==> config.mk <==
export PLATFORM = sky130hd
export DESIGN_NAME = cpu_stack_engine_flat
export DESIGN_NICKNAME = d
export VERILOG_FILES = /design/src/rtl/cpu_stack_engine_pkg.sv /design/src/rtl/cpu_stack_engine_if.sv /design/src/rtl/cpu_stack_engine_reg.sv /design/src/rtl/cpu_stack_engine.sv /design/src/flat_wrapper.sv
export SDC_FILE = /design/constraint.sdc
export NUM_CORES = 1
export LEC_CHECK = 0
export CAP_MARGIN = 20
export CORE_MARGIN = 5
export CORE_UTILIZATION = 42
export DETAILED_ROUTE_END_ITERATION = 8
export GPL_ROUTABILITY_DRIVEN = 0
export GPL_TIMING_DRIVEN = 0
export PLACE_DENSITY_LB_ADDON = 0.08
export SLEW_MARGIN = 20
export SYNTH_ARGS = -nofsm -noshare
export SYNTH_HDL_FRONTEND = slang
export SYNTH_SLANG_ARGS = --single-unit
==> constraint.sdc <==
create_clock -name clk -period 2 [get_ports clk]
set_input_delay 0.2 -clock clk [delete_from_list [all_inputs] [get_ports clk]]
set_output_delay 0.2 -clock clk [all_outputs]
set_load 0.03 [all_outputs]
==> src/rtl/cpu_stack_engine_pkg.sv <==
// Shared definitions for the stack engine: operation codes and FSM state encodings.
// The control unit imports the same op codes when it issues call/ret/push/pop.
package cpu_stack_engine_pkg;

  localparam logic [1:0] OP_PUSH  = 2'd0;
  localparam logic [1:0] OP_POP   = 2'd1;
  localparam logic [1:0] OP_PEEK  = 2'd2;
  localparam logic [1:0] OP_CLEAR = 2'd3;

  typedef enum logic [1:0] {
    ST_IDLE  = 2'd0,
    ST_WREQ  = 2'd1,
    ST_RREQ  = 2'd2,
    ST_RWAIT = 2'd3
  } state_t;

endpackage

==> src/rtl/cpu_stack_engine_if.sv <==
// Operation/response handshake plus data-memory request bus of the stack engine.
// slave = the engine itself, master = control unit and memory arbiter side.
interface cpu_stack_engine_if #(
  parameter int DATA_W = 16,
  parameter int ADDR_W = 9
);
  logic              op_valid;
  logic              op_ready;
  logic [1:0]        op_code;
  logic [DATA_W-1:0] op_wdata;

  logic              rsp_valid;
  logic [DATA_W-1:0] rsp_data;
  logic              rsp_err;

  logic              mem_req;
  logic              mem_we;
  logic [ADDR_W-1:0] mem_addr;
  logic [DATA_W-1:0] mem_wdata;
  logic              mem_gnt;
  logic              mem_rvalid;
  logic [DATA_W-1:0] mem_rdata;

  modport master (
    output op_valid, op_code, op_wdata, mem_gnt, mem_rvalid, mem_rdata,
    input  op_ready, rsp_valid, rsp_data, rsp_err,
           mem_req, mem_we, mem_addr, mem_wdata
  );

  modport slave (
    input  op_valid, op_code, op_wdata, mem_gnt, mem_rvalid, mem_rdata,
    output op_ready, rsp_valid, rsp_data, rsp_err,
           mem_req, mem_we, mem_addr, mem_wdata
  );
endinterface

==> src/rtl/cpu_stack_engine_reg.sv <==
// Enable-loaded register with asynchronous active-low reset to a parameterised value.
module cpu_stack_engine_reg #(
  parameter int           W       = 8,
  parameter logic [W-1:0] RST_VAL = '0
) (
  input  logic         clk,
  input  logic         rst,
  input  logic         en,
  input  logic [W-1:0] d,
  output logic [W-1:0] q
);

  always_ff @(posedge clk or negedge rst) begin
    if (!rst) begin
      q <= RST_VAL;
    end else if (en) begin
      q <= d;
    end
  end

endmodule

==> src/rtl/cpu_stack_engine.sv <==
// Sequenced stack-pointer / stack-access engine: one outstanding op at a time,
// downward-growing stack in data memory with overflow/underflow rejection.
module cpu_stack_engine
  import cpu_stack_engine_pkg::*;
#(
  parameter int  DATA_W     = 16,
  parameter int  ADDR_W     = 9,
  parameter int  STACK_BASE = 0,
  parameter int  DEPTH      = 64,
  localparam int CNT_W      = $clog2(DEPTH + 1)
) (
  input  logic               clk,
  input  logic               rst,
  cpu_stack_engine_if.slave  bus,
  output logic [ADDR_W-1:0]  sp,
  output logic [CNT_W-1:0]   count,
  output logic               empty,
  output logic               full,
  output logic               ovf_sticky,
  output logic               unf_sticky
);

  localparam logic [ADDR_W-1:0] SP_BASE = ADDR_W'(STACK_BASE);
  localparam logic [CNT_W-1:0]  CNT_MAX = CNT_W'(DEPTH);

  state_t            state_reg, state_next;
  logic [1:0]        op_reg;
  logic [DATA_W-1:0] wdata_reg;
  logic              rsp_valid_reg, rsp_valid_next;
  logic              rsp_err_reg, rsp_err_next;
  logic              ovf_reg, ovf_next;
  logic              unf_reg, unf_next;
  logic              accept;
  logic              sp_en, cnt_en, rdata_en;
  logic [ADDR_W-1:0] sp_next;
  logic [CNT_W-1:0]  cnt_next;
  logic [DATA_W-1:0] rsp_data_q;

  assign accept = bus.op_valid && (state_reg == ST_IDLE);
  assign empty  = (count == '0);
  assign full   = (count == CNT_MAX);

  always_comb begin
    state_next     = state_reg;
    rsp_valid_next = 1'b0;
    rsp_err_next   = 1'b0;
    ovf_next       = ovf_reg;
    unf_next       = unf_reg;
    sp_en          = 1'b0;
    sp_next        = sp;
    cnt_en         = 1'b0;
    cnt_next       = count;
    rdata_en       = 1'b0;
    case (state_reg)
      ST_IDLE: begin
        if (accept) begin
          case (bus.op_code)
            OP_PUSH: begin
              if (full) begin
                rsp_valid_next = 1'b1;
                rsp_err_next   = 1'b1;
                ovf_next       = 1'b1;
              end else begin
                state_next = ST_WREQ;
              end
            end
            OP_CLEAR: begin
              sp_en          = 1'b1;
              sp_next        = SP_BASE;
              cnt_en         = 1'b1;
              cnt_next       = '0;
              ovf_next       = 1'b0;
              unf_next       = 1'b0;
              rsp_valid_next = 1'b1;
            end
            default: begin
              // POP and PEEK share the underflow check and the read path
              if (empty) begin
                rsp_valid_next = 1'b1;
                rsp_err_next   = 1'b1;
                unf_next       = 1'b1;
              end else begin
                state_next = ST_RREQ;
              end
            end
          endcase
        end
      end
      ST_WREQ: begin
        if (bus.mem_gnt) begin
          sp_en          = 1'b1;
          sp_next        = sp - ADDR_W'(1);
          cnt_en         = 1'b1;
          cnt_next       = count + CNT_W'(1);
          rsp_valid_next = 1'b1;
          state_next     = ST_IDLE;
        end
      end
      ST_RREQ: begin
        if (bus.mem_gnt) begin
          state_next = ST_RWAIT;
        end
      end
      ST_RWAIT: begin
        if (bus.mem_rvalid) begin
          rdata_en       = 1'b1;
          rsp_valid_next = 1'b1;
          state_next     = ST_IDLE;
          if (op_reg == OP_POP) begin
            sp_en    = 1'b1;
            sp_next  = sp + ADDR_W'(1);
            cnt_en   = 1'b1;
            cnt_next = count - CNT_W'(1);
          end
        end
      end
      default: state_next = ST_IDLE;
    endcase
  end

  always_ff @(posedge clk or negedge rst) begin
    if (!rst) begin
      state_reg     <= ST_IDLE;
      op_reg        <= OP_PUSH;
      wdata_reg     <= '0;
      rsp_valid_reg <= 1'b0;
      rsp_err_reg   <= 1'b0;
      ovf_reg       <= 1'b0;
      unf_reg       <= 1'b0;
    end else begin
      state_reg     <= state_next;
      rsp_valid_reg <= rsp_valid_next;
      rsp_err_reg   <= rsp_err_next;
      ovf_reg       <= ovf_next;
      unf_reg       <= unf_next;
      if (accept) begin
        op_reg    <= bus.op_code;
        wdata_reg <= bus.op_wdata;
      end
    end
  end

  cpu_stack_engine_reg #(.W(ADDR_W), .RST_VAL(SP_BASE)) u_sp (
    .clk(clk), .rst(rst), .en(sp_en), .d(sp_next), .q(sp)
  );

  cpu_stack_engine_reg #(.W(CNT_W), .RST_VAL('0)) u_count (
    .clk(clk), .rst(rst), .en(cnt_en), .d(cnt_next), .q(count)
  );

  cpu_stack_engine_reg #(.W(DATA_W), .RST_VAL('0)) u_rsp_data (
    .clk(clk), .rst(rst), .en(rdata_en), .d(bus.mem_rdata), .q(rsp_data_q)
  );

  // Address/data are pure functions of state and sp, so they stay stable until grant
  assign bus.op_ready  = (state_reg == ST_IDLE);
  assign bus.mem_req   = (state_reg == ST_WREQ) || (state_reg == ST_RREQ);
  assign bus.mem_we    = (state_reg == ST_WREQ);
  assign bus.mem_addr  = (state_reg == ST_WREQ) ? (sp - ADDR_W'(1)) : sp;
  assign bus.mem_wdata = wdata_reg;
  assign bus.rsp_valid = rsp_valid_reg;
  assign bus.rsp_err   = rsp_err_reg;
  assign bus.rsp_data  = rsp_data_q;
  assign ovf_sticky    = ovf_reg;
  assign unf_sticky    = unf_reg;

endmodule

==> src/flat_wrapper.sv <==
// flat-port wrapper written by rule: the top's interface ports become plain ports
module cpu_stack_engine_flat import cpu_stack_engine_pkg::*;
#(
  parameter int  DATA_W     = 16,
  parameter int  ADDR_W     = 9,
  parameter int  STACK_BASE = 0,
  parameter int  DEPTH      = 64,
  localparam int CNT_W      = $clog2(DEPTH + 1)
)
  (clk, rst, sp, count, empty, full, ovf_sticky, unf_sticky, bus_op_valid, bus_op_code, bus_op_wdata, bus_mem_gnt, bus_mem_rvalid, bus_mem_rdata, bus_op_ready, bus_rsp_valid, bus_rsp_data, bus_rsp_err, bus_mem_req, bus_mem_we, bus_mem_addr, bus_mem_wdata);
  cpu_stack_engine_if #(.DATA_W(DATA_W), .ADDR_W(ADDR_W)) bus_i ();
  input  logic clk;
  input  logic rst;
  output logic [ADDR_W-1:0] sp;
  output logic [CNT_W-1:0] count;
  output logic empty;
  output logic full;
  output logic ovf_sticky;
  output logic unf_sticky;
  input wire logic [$bits(bus_i.op_valid)-1:0] bus_op_valid;
  input wire logic [$bits(bus_i.op_code)-1:0] bus_op_code;
  input wire logic [$bits(bus_i.op_wdata)-1:0] bus_op_wdata;
  input wire logic [$bits(bus_i.mem_gnt)-1:0] bus_mem_gnt;
  input wire logic [$bits(bus_i.mem_rvalid)-1:0] bus_mem_rvalid;
  input wire logic [$bits(bus_i.mem_rdata)-1:0] bus_mem_rdata;
  output wire logic [$bits(bus_i.op_ready)-1:0] bus_op_ready;
  output wire logic [$bits(bus_i.rsp_valid)-1:0] bus_rsp_valid;
  output wire logic [$bits(bus_i.rsp_data)-1:0] bus_rsp_data;
  output wire logic [$bits(bus_i.rsp_err)-1:0] bus_rsp_err;
  output wire logic [$bits(bus_i.mem_req)-1:0] bus_mem_req;
  output wire logic [$bits(bus_i.mem_we)-1:0] bus_mem_we;
  output wire logic [$bits(bus_i.mem_addr)-1:0] bus_mem_addr;
  output wire logic [$bits(bus_i.mem_wdata)-1:0] bus_mem_wdata;
  assign bus_i.op_valid = bus_op_valid;
  assign bus_i.op_code = bus_op_code;
  assign bus_i.op_wdata = bus_op_wdata;
  assign bus_i.mem_gnt = bus_mem_gnt;
  assign bus_i.mem_rvalid = bus_mem_rvalid;
  assign bus_i.mem_rdata = bus_mem_rdata;
  assign bus_op_ready = bus_i.op_ready;
  assign bus_rsp_valid = bus_i.rsp_valid;
  assign bus_rsp_data = bus_i.rsp_data;
  assign bus_rsp_err = bus_i.rsp_err;
  assign bus_mem_req = bus_i.mem_req;
  assign bus_mem_we = bus_i.mem_we;
  assign bus_mem_addr = bus_i.mem_addr;
  assign bus_mem_wdata = bus_i.mem_wdata;
  cpu_stack_engine #(.DATA_W(DATA_W), .ADDR_W(ADDR_W), .STACK_BASE(STACK_BASE), .DEPTH(DEPTH)) u_core (.clk(clk), .rst(rst), .bus(bus_i), .sp(sp), .count(count), .empty(empty), .full(full), .ovf_sticky(ovf_sticky), .unf_sticky(unf_sticky));
endmodule
==> results of run 1 <==
==> cells in the final DEF (no fill, tap or decap), drive strengths merged, types with 3 or more instances in the layout <==
cell,n
xor2,5
inv,20
clkdlybuf4s50,89
mux2i,7
nand2,76
nor4,6
ha,12
nor2,13
mux2,16
xnor2,8
a21oi,17
nor3,7
clkbuf,20
a31oi,4
o22ai,5
o21ai,21
nand2b,4
nand3,8
a211oi,3
dfrtp,56
a21o,4
and2,3
buf,51
==> final cells by class <==
| cell class | count | area, µm² | share of cell area, % |
|---|---|---|---|
| Buffer | 22 | 166 | 3.20 |
| Tap cell | 102 | 128 | 2.45 |
| Timing Repair Buffer | 136 | 1350 | 26.0 |
| Clock inverter | 3 | 46.3 | 0.889 |
| Sequential cell | 56 | 1410 | 27.1 |
| Clock buffer | 5 | 68.8 | 1.32 |
| Inverter | 19 | 78.8 | 1.51 |
| Multi-Input combinational cell | 254 | 1950 | 37.5 |
==> synth_stat cells, types with 4 or more instances <==
library cell | instances | area share, %
sky130_fd_sc_hd__a21oi_1 | 15 | 2.3
sky130_fd_sc_hd__nand2_1 | 76 | 8.8
sky130_fd_sc_hd__nand2b_1 | 4 | 0.77
sky130_fd_sc_hd__nor2_1 | 13 | 1.5
sky130_fd_sc_hd__inv_1 | 19 | 2.2
sky130_fd_sc_hd__nand3_1 | 8 | 1.2
sky130_fd_sc_hd__mux2_2 | 16 | 5.6
sky130_fd_sc_hd__ha_1 | 12 | 4.6
sky130_fd_sc_hd__a21o_1 | 4 | 0.93
sky130_fd_sc_hd__o21ai_1 | 8 | 1.2
sky130_fd_sc_hd__xnor2_1 | 8 | 2.2
sky130_fd_sc_hd__o21ai_0 | 13 | 2.0
sky130_fd_sc_hd__a31oi_1 | 4 | 0.77
sky130_fd_sc_hd__buf_2 | 5 | 0.77
sky130_fd_sc_hd__xor2_1 | 5 | 1.4
sky130_fd_sc_hd__o22ai_1 | 5 | 0.97
sky130_fd_sc_hd__nor3_1 | 7 | 1.1
sky130_fd_sc_hd__dfrtp_1 | 56 | 43
sky130_fd_sc_hd__clkbuf_1 | 14 | 1.6
sky130_fd_sc_hd__mux2i_1 | 7 | 2.2
==> cell families (layout without fill, tap and decap cells) <==
kind of cell,after synthesis,after routing,synth area share (%)
simple gates,129,129,19.1
fa+ha+maj,12,12,4.64
mux,23,23,7.74
compound gates,77,77,15.7
buf+inv,43,185,5.88
flops,56,56,43.3
xor+xnor,13,13,3.52
==> metrics by stage <==
step	instance area, µm²	total power, µW	std cells	TNS, ns
CTS	5030	9010	588	-2.22
detailed placement	4540	7450	560	-10.28
finish	5210	9360	597	-1.89
global route	5210	9920	597	-3.53
floorplan	3350	5570	353	-0.107
global placement	4520	7370	559	-74.69
==> power breakdown <==
group	internal (µW)	switching [µW]	total [µW]
Clock	381	423	804
Sequential	1640	384	2030
Combinational	2930	3600	6530
==> what timing repair did <==
item | in CTS | in global routing
buffers inserted | 19 | 9
pin swaps | 26 | 11
gates resized for setup | 120 | 38
gates cloned | 2 | 1
hold buffers | 1 | 0
setup endpoints to repair | 48 | 38
hold endpoints to repair | 22 | 0
==> worst reg2reg max path: cells and delay by family, from the launching register on <==
family | cells | cell delay, ns
AOI/OAI and AO/OA | 2 | 0.66
buffers and inverters | 4 | 0.42
DFF | 1 | 0.41
and+or+nand+nor | 1 | 0.36
adders and majority gates | 1 | 0.16
==> routing by layer <==
metal	global-route usage (%)	routed length (µm)
met3	4.86	631
met4	5.54	90
met2	32.5	4650
met5	0	0
met1	24.0	3900
==> path summary, 6_finish.rpt <==
kind | start | end
min reg2reg | u_core.bus.mem_wdata[13]$_DFFE_PN0N_ | u_core.bus.mem_wdata[13]$_DFFE_PN0N_
min | rst | u_core.u_sp.q[2]$_DFFE_PN0P_
min in group clk | bus_op_wdata[3] | u_core.bus.mem_wdata[3]$_DFFE_PN0N_
max | u_core.u_sp.q[5]$_DFFE_PN0P_ | bus_mem_addr[7]
max reg2reg | u_core.state_reg[1]$_DFFE_PN0P_ | u_core.u_count.q[3]$_DFFE_PN0P_
max in group asynchronous | rst | u_core.u_count.q[3]$_DFFE_PN0P_
==> metrics.txt, run 1 <==
# TYPE chip_impl_metric gauge
chip_impl_info{name="outcome",value="finished with violations"} 1
chip_impl_info{name="violated_checks",value="setup timing"} 1
chip_impl_metric{name="max_vdd_drop",unit="V"} 0.000942
chip_impl_info{name="critPathSlowestCell",value="sky130_fd_sc_hd__or4_4"} 1
chip_impl_metric{name="portBuffers",unit=""} 104
chip_impl_metric{name="critical_path_arrival",unit="ns"} 2.00
chip_impl_metric{name="drtPass1Iterations",unit=""} 4
chip_impl_metric{name="avgSynthCellArea",unit="µm²"} 9.16
chip_impl_metric{name="die-area",unit="mm²"} 0.00956
chip_impl_metric{name="setup_violations",unit=""} 22
chip_impl_metric{name="slew_headroom",unit="%"} 49.2
chip_impl_metric{name="final_max_slew_viol_count",unit=""} 0
chip_impl_metric{name="pre_cts_slack",unit="ns"} -0.673
chip_impl_metric{name="num_vias",unit=""} 3144
chip_impl_metric{name="routedWlPerCell",unit="µm"} 15.5
chip_impl_info{name="synthFlopType",value="sky130_fd_sc_hd__dfrtp_1"} 1
chip_impl_metric{name="pin_count_of_the_biggest_net_entering_global_routing",unit=""} 35
chip_impl_metric{name="post_detailed_route_drc_marker_count",unit=""} 0
chip_impl_metric{name="grt_antenna_before_repair",unit=""} 0
chip_impl_metric{name="cts-buffers-inserted",unit=""} 5
chip_impl_metric{name="synth-seq-cells",unit=""} 56
chip_impl_metric{name="crit_cells",unit=""} 5
chip_impl_metric{name="layout_setup_ws",unit="ns"} -0.201
chip_impl_metric{name="clock_tree.buffer_depth",unit=""} 2
chip_impl_metric{name="post_layout_min_period",unit="ns"} 2.20
chip_impl_metric{name="first_global_vias",unit=""} 3150
chip_impl_info{name="critical_path.cell_chain",value="or4_4 > nor4_4 > nand2_2 > xnor2_4 > buf_6"} 1
chip_impl_metric{name="routed_wl",unit="µm"} 9270
chip_impl_metric{name="post_synth_instance_area",unit="mm²"} 0.00323
chip_impl_info{name="timing_worst_setup_path_type",value="reg -> out"} 1
chip_impl_metric{name="worst_ep_required_time",unit="ns"} 1.80
chip_impl_metric{name="syn2layout_area_growth",unit="%"} 61.0
chip_impl_metric{name="fp.coreArea",unit="mm²"} 0.00761
chip_impl_metric{name="synthesis.instances",unit=""} 353
chip_impl_metric{name="cp_slowest_stage_delay",unit="ns"} 0.58
chip_impl_metric{name="finalNetCount",unit=""} 545
chip_impl_info{name="cts_tree",value="yes"} 1
chip_impl_metric{name="power.density",unit="mW/mm²"} 1800
chip_impl_metric{name="crit_buf_inv",unit=""} 1
chip_impl_metric{name="fmax",unit="MHz"} 454
chip_impl_metric{name="hold_ws",unit="ns"} 0.301
chip_impl_metric{name="globalRouteTotalUtil",unit="%"} 19.1
chip_impl_metric{name="fillCellCount",unit=""} 618
chip_impl_info{name="rsz0062_at_grt",value="yes"} 1
chip_impl_metric{name="global_route.overflow_total",unit=""} 0
chip_impl_metric{name="leakagePower",unit="µW"} 0.00228
chip_impl_metric{name="post_route_cells_drive_above_1_share",unit="%"} 28.7
chip_impl_metric{name="final.period_utilization",unit="%"} 110
chip_impl_metric{name="synth-async-reset-ratio",unit="%"} 100
chip_impl_info{name="end_kind",value="output pin"} 1
chip_impl_info{name="hp-class",value="in -> async"} 1
chip_impl_metric{name="postLayoutCoreUtil",unit="%"} 68.4
chip_impl_metric{name="critical_path_peak_fanout",unit=""} 3
chip_impl_metric{name="drt_iter0_markers",unit=""} 169
chip_impl_metric{name="row_count",unit=""} 32
chip_impl_metric{name="tightestPinTransition",unit="ns"} 0.762
chip_impl_info{name="ctsRootBufferMaster",value="sky130_fd_sc_hd__clkbuf_8"} 1
chip_impl_metric{name="yosysWarningCount",unit=""} 0
chip_impl_metric{name="remaining_antenna_violation_count",unit=""} 0
chip_impl_metric{name="top_level_ports",unit=""} 105
chip_impl_metric{name="cts.htree.levels",unit=""} 2
chip_impl_metric{name="die_span_in_x",unit="µm"} 97.8
chip_impl_metric{name="r2r_cell_count",unit=""} 8
chip_impl_metric{name="number_of_enable_flip_flop_cells_after_synthesis",unit=""} 0
chip_impl_metric{name="cap_violations",unit=""} 0
chip_impl_metric{name="worst_skew_pair.late_latency",unit="ns"} 0.33
chip_impl_metric{name="r2r_slack",unit="ns"} -0.13
chip_impl_metric{name="antenna_cells",unit=""} 0
chip_impl_metric{name="detailedPlacementHpwl",unit="µm"} 6300
chip_impl_metric{name="fin_worst_skew",unit="ns"} 0.0139
chip_impl_info{name="critical-path-top-delay-family",value="simple AND/OR/NAND/NOR gates"} 1
chip_impl_metric{name="initial_standard_cell_utilization_of_the_core",unit="%"} 42.5
chip_impl_metric{name="synthesis.nets",unit=""} 404
chip_impl_metric{name="clock_sinks",unit=""} 56
chip_impl_metric{name="die-height",unit="µm"} 97.8
chip_impl_metric{name="via_per_inst",unit=""} 5.27
chip_impl_info{name="startpoint_type",value="register"} 1
chip_impl_metric{name="grt_first_pass_wirelength",unit="µm"} 15100
chip_impl_metric{name="synth.yosys.seq_area_share",unit="%"} 43.3
chip_impl_metric{name="worst_setup_hold_path_clk_slew",unit="ns"} 0.12
chip_impl_metric{name="ys_types",unit=""} 53
chip_impl_metric{name="final_hold_viol_count",unit=""} 0
(Power assumes the default switching activity.)
==> run 2: changes to the inputs <==
--- a/config.mk
+++ b/config.mk
@@ -9,7 +9,6 @@
 export CORE_MARGIN = 5
 export CORE_UTILIZATION = 42
 export DETAILED_ROUTE_END_ITERATION = 8
-export GPL_ROUTABILITY_DRIVEN = 0
 export GPL_TIMING_DRIVEN = 0
 export PLACE_DENSITY_LB_ADDON = 0.08
 export SLEW_MARGIN = 20
==> results of run 2 <==
The final DEF is identical to that of run 1; final timing and power are the same.
==> run 3: changes to the inputs <==
--- a/config.mk
+++ b/config.mk
@@ -5,7 +5,8 @@
 export SDC_FILE = /design/constraint.sdc
 export NUM_CORES = 1
 export LEC_CHECK = 0
-export CAP_MARGIN = 20
+export ABC_AREA = 1
+export CAP_MARGIN = 10
 export CORE_MARGIN = 5
 export CORE_UTILIZATION = 42
 export DETAILED_ROUTE_END_ITERATION = 8
==> run 3 against run 2 <==
  * The run now ends clean
  * Global-route usage down 0.78 points
  * Maximum frequency up 14%
  * Sequential share of layout area up 3.3 points
  * Setup slack better by 0.28 ns
  * Critical path type is now reg -> reg
  * Largest cell class unchanged
  * Largest power group unchanged
==> metrics.txt, run 3 <==
# TYPE chip_impl_metric gauge
chip_impl_info{name="outcome",value="complete, no violations"} 1
chip_impl_metric{name="ys_types",unit=""} 28
chip_impl_metric{name="via_per_inst",unit=""} 4.81
chip_impl_metric{name="synthesis.nets",unit=""} 465
chip_impl_metric{name="final_max_slew_viol_count",unit=""} 0
chip_impl_info{name="post_synth_most_frequent_cells",value="146 x sky130_fd_sc_hd__nand2_1, 56 x sky130_fd_sc_hd__dfrtp_1, 46 x sky130_fd_sc_hd__inv_1"} 1
chip_impl_metric{name="pin_count_of_the_biggest_net_entering_global_routing",unit=""} 33
chip_impl_metric{name="portBuffers",unit=""} 104
chip_impl_metric{name="num_vias",unit=""} 3056
chip_impl_metric{name="yosysWarningCount",unit=""} 0
chip_impl_metric{name="placed_cells_incl_taps",unit=""} 618
chip_impl_metric{name="synthesis.instances",unit=""} 414
chip_impl_info{name="timing_worst_setup_path_type",value="reg -> reg"} 1
chip_impl_metric{name="drt-met1-wl",unit="µm"} 3570
chip_impl_metric{name="post_route_cells_drive_above_1_share",unit="%"} 14.3
chip_impl_metric{name="setup_violations",unit=""} 0
chip_impl_metric{name="detailedPlacementHpwl",unit="µm"} 6470
chip_impl_metric{name="routedWlPerCell",unit="µm"} 13.2
chip_impl_info{name="most_frequent_cells_in_the_layout",value="144 x sky130_fd_sc_hd__nand2_1, 90 x sky130_fd_sc_hd__clkdlybuf4s50_1, 54 x sky130_fd_sc_hd__dfrtp_1, 43 x sky130_fd_sc_hd__inv_1, 33 x sky130_fd_sc_hd__nand3_1"} 1
chip_impl_metric{name="routed-wl-met3",unit="µm"} 542
chip_impl_metric{name="worst_skew_pair.late_latency",unit="ns"} 0.32
chip_impl_metric{name="fp.coreArea",unit="mm²"} 0.00729
chip_impl_metric{name="post_layout_min_period",unit="ns"} 1.93
chip_impl_metric{name="tightestPinTransition",unit="ns"} 0.429
chip_impl_metric{name="cap_violations",unit=""} 0
chip_impl_metric{name="clock_tree.buffer_depth",unit=""} 2
chip_impl_metric{name="number_of_enable_flip_flop_cells_after_synthesis",unit=""} 0
chip_impl_info{name="startpoint_type",value="register"} 1
chip_impl_metric{name="routed_wl",unit="µm"} 8400
chip_impl_metric{name="first_global_vias",unit=""} 2973
chip_impl_metric{name="fillCellCount",unit=""} 689
chip_impl_metric{name="gp_congestion",unit=""} 0.851
chip_impl_metric{name="clock_sinks",unit=""} 56
chip_impl_metric{name="fmax",unit="MHz"} 519
chip_impl_metric{name="synth-async-reset-ratio",unit="%"} 100
chip_impl_metric{name="die-area",unit="mm²"} 0.00940
chip_impl_metric{name="final.setup.tns",unit="ns"} 0
chip_impl_metric{name="drt_iter0_markers",unit=""} 102
chip_impl_metric{name="synth_top_cell_area_share",unit="%"} 44.1
chip_impl_metric{name="fin_worst_skew",unit="ns"} 0.00796
chip_impl_info{name="synth.top_cells.by_area",value="sky130_fd_sc_hd__dfrtp_1 44%, sky130_fd_sc_hd__nand2_1 17%, sky130_fd_sc_hd__mux2_2 5.7%"} 1
chip_impl_info{name="ctsRootBufferMaster",value="sky130_fd_sc_hd__clkbuf_8"} 1
chip_impl_metric{name="final_cell_count_no_fill",unit=""} 636
chip_impl_metric{name="power.density",unit="mW/mm²"} 1740
chip_impl_metric{name="remaining_antenna_violation_count",unit=""} 0
chip_impl_metric{name="grt_first_pass_wirelength",unit="µm"} 14400
chip_impl_metric{name="antenna_cells",unit=""} 0
chip_impl_info{name="cell_accounting_for_the_most_synthesized_area",value="sky130_fd_sc_hd__dfrtp_1"} 1
chip_impl_metric{name="avgSynthCellArea",unit="µm²"} 7.67
chip_impl_metric{name="initial_standard_cell_utilization_of_the_core",unit="%"} 43.5
chip_impl_metric{name="detailroute.wirelength.met2",unit="µm"} 4200
chip_impl_metric{name="finalNetCount",unit=""} 587
chip_impl_metric{name="worst_ep_required_time",unit="ns"} 2.26
chip_impl_metric{name="globalRouteTotalUtil",unit="%"} 18.3
chip_impl_metric{name="die_span_in_x",unit="µm"} 96.9
chip_impl_info{name="most_common_cell_in_the_synthesized_netlist",value="sky130_fd_sc_hd__nand2_1"} 1
chip_impl_metric{name="max_vdd_drop",unit="V"} 0.000736
chip_impl_info{name="synthFlopType",value="sky130_fd_sc_hd__dfrtp_1"} 1
chip_impl_metric{name="slew_headroom",unit="%"} 71.4
chip_impl_metric{name="die-height",unit="µm"} 96.9
chip_impl_metric{name="leakagePower",unit="µW"} 0.00226
chip_impl_metric{name="critical_path_peak_fanout",unit=""} 10
chip_impl_metric{name="cts.htree.levels",unit=""} 2
chip_impl_metric{name="synth.yosys.seq_area_share",unit="%"} 44.1
chip_impl_info{name="cts_tree",value="yes"} 1
chip_impl_metric{name="final.period_utilization",unit="%"} 96.3
chip_impl_metric{name="post_detailed_route_drc_marker_count",unit=""} 0
chip_impl_info{name="end_kind",value="register"} 1
chip_impl_metric{name="post_synth_instance_area",unit="mm²"} 0.00317
chip_impl_info{name="highest_metal_layer_with_signal_wires",value="met4"} 1
chip_impl_info{name="rsz0062_at_grt",value="yes"} 1
chip_impl_info{name="most_common_cell_after_layout_fill_and_taps_aside",value="sky130_fd_sc_hd__nand2_1"} 1
chip_impl_metric{name="grt_antenna_before_repair",unit=""} 0
chip_impl_metric{name="drtPass1Iterations",unit=""} 4
chip_impl_metric{name="syn2layout_area_growth",unit="%"} 45.4
chip_impl_info{name="hp-class",value="in -> async"} 1
chip_impl_metric{name="global_route.overflow_total",unit=""} 0
chip_impl_metric{name="critical_path_arrival",unit="ns"} 2.18
chip_impl_metric{name="worst_setup_hold_path_clk_slew",unit="ns"} 0.11
chip_impl_metric{name="cts-buffers-inserted",unit=""} 5
chip_impl_metric{name="top_level_ports",unit=""} 105
chip_impl_metric{name="synth-seq-cells",unit=""} 56
chip_impl_metric{name="row_count",unit=""} 31
chip_impl_metric{name="final_hold_viol_count",unit=""} 0
-- run 3: changes by cell type after synthesis, moves of 4 or more --
| cell | delta |
|---|---|
| sky130_fd_sc_hd__inv_1 | +27 |
| sky130_fd_sc_hd__o21ai_0 | +14 |
| sky130_fd_sc_hd__o22ai_1 | -5 |
| sky130_fd_sc_hd__nand2_1 | +70 |
| sky130_fd_sc_hd__nor2_1 | +13 |
| sky130_fd_sc_hd__a21o_1 | -4 |
| sky130_fd_sc_hd__clkbuf_1 | -9 |
| sky130_fd_sc_hd__mux2i_1 | -7 |
| sky130_fd_sc_hd__xnor2_1 | -8 |
| sky130_fd_sc_hd__a21oi_1 | -9 |
| sky130_fd_sc_hd__nand3_1 | +25 |
| sky130_fd_sc_hd__a31oi_1 | -4 |
| sky130_fd_sc_hd__nand2b_1 | -4 |
-- run 3: cell type report --
type                            instances  area, µm²  share of cell area (%)
Multi-Input combinational cell        298       1610                    35.0
Sequential cell                        56       1400                    30.4
Timing Repair Buffer                  116       1110                    24.1
Inverter                               48        183                    3.96
Tap cell                               99        124                    2.68
Clock buffer                            6       82.6                    1.79
Buffer                                 11       78.8                    1.71
Clock inverter                          2       17.5                   0.380
-- run 3: report_power, final --
group / internal, µW / total (µW) / switching (µW)
logic: 2100 / 5300 / 3200
clock network: 292 / 704 / 412
registers: 1630 / 2030 / 397
total: 4020 / 8030 / 4010
-- run 3: metal layers --
layer / up-vias / GRT usage (%)
met1: 1410 / 22.1
met2: 78 / 32.2
met3: 7 / 5.25
met4: 0 / 3.89
met5: - / 0
li1: 1561 / -
-- run 3: timing repair --
item	in CTS	in global routing
hold buffers	1	0
gates resized for setup	66	34
pin swaps	0	3
hold endpoints to repair	24	0
buffers inserted	4	6
endpoints found under the setup margin	27	44
-- run 3: logic make-up (layout without fill, tap and decap cells) --
kind of cell	count (synthesis)	in the layout	share of synthesized area (%)
adders and majority gates	12	12	4.73
xor gates and xnor gates	3	3	0.828
and+or+nand+nor	219	219	28.7
DFF	56	56	44.1
AOI/OAI and AO/OA	48	48	8.36
muxes	16	16	5.68
buffers and inverters	60	183	7.57
-- run 3: worst paths after layout --
| kind | from | endpoint | slack (ns) | cells after the start |
|---|---|---|---|---|
| setup / recovery | u_core.state_reg[1]$_DFFE_PN0P_ | u_core.u_count.q[6]$_DFFE_PN0P_ | 0.07 | 10 |
| hold / removal | rst | u_core.u_sp.q[7]$_DFFE_PN0P_ | 0.32 | 2 |
| max in group asynchronous | rst | u_core.u_rsp_data.q[8]$_DFFE_PN0P_ | 1.21 | 3 |
| min in group clk | bus_op_wdata[6] | u_core.bus.mem_wdata[6]$_DFFE_PN0N_ | 0.40 | 3 |
| setup reg to reg | u_core.state_reg[1]$_DFFE_PN0P_ | u_core.u_count.q[6]$_DFFE_PN0P_ | 0.07 | 10 |
| hold reg to reg | u_core.bus.mem_wdata[9]$_DFFE_PN0N_ | u_core.bus.mem_wdata[9]$_DFFE_PN0N_ | 0.49 | 2 |
-- run 3: critical path, cell delays in order, from the launching register on --
cell	delay, ns
sky130_fd_sc_hd__dfrtp_1	0.41
sky130_fd_sc_hd__buf_4	0.16
sky130_fd_sc_hd__ha_1	0.24
sky130_fd_sc_hd__inv_1	0.18
sky130_fd_sc_hd__o21ai_0	0.12
sky130_fd_sc_hd__nand2_1	0.11
sky130_fd_sc_hd__nand3_4	0.15
sky130_fd_sc_hd__nor2_4	0.19
sky130_fd_sc_hd__buf_6	0.16
sky130_fd_sc_hd__nand3_1	0.08
sky130_fd_sc_hd__nand2_1	0.06
-- run 3: metrics by stage --
| stage | util [%] | setup slack (ns) | total power [µW] | hold WS [ns] | cell area (µm²) |
|---|---|---|---|---|---|
| after CTS | 61.5 | -0.116 | 7850 | 0.337 | 4490 |
| after global routing | 63.3 | -0.0537 | 8680 | 0.347 | 4610 |
| final | 63.3 | 0.0741 | 8030 | 0.322 | 4610 |
| after global placement | 59.5 | -1.14 | 7070 | 0.461 | 4340 |
| after detailed placement | 59.7 | -0.453 | 7160 | 0.145 | 4360 |
| after floorplan | - | -0.0594 | 5190 | -0.0956 | 3170 |
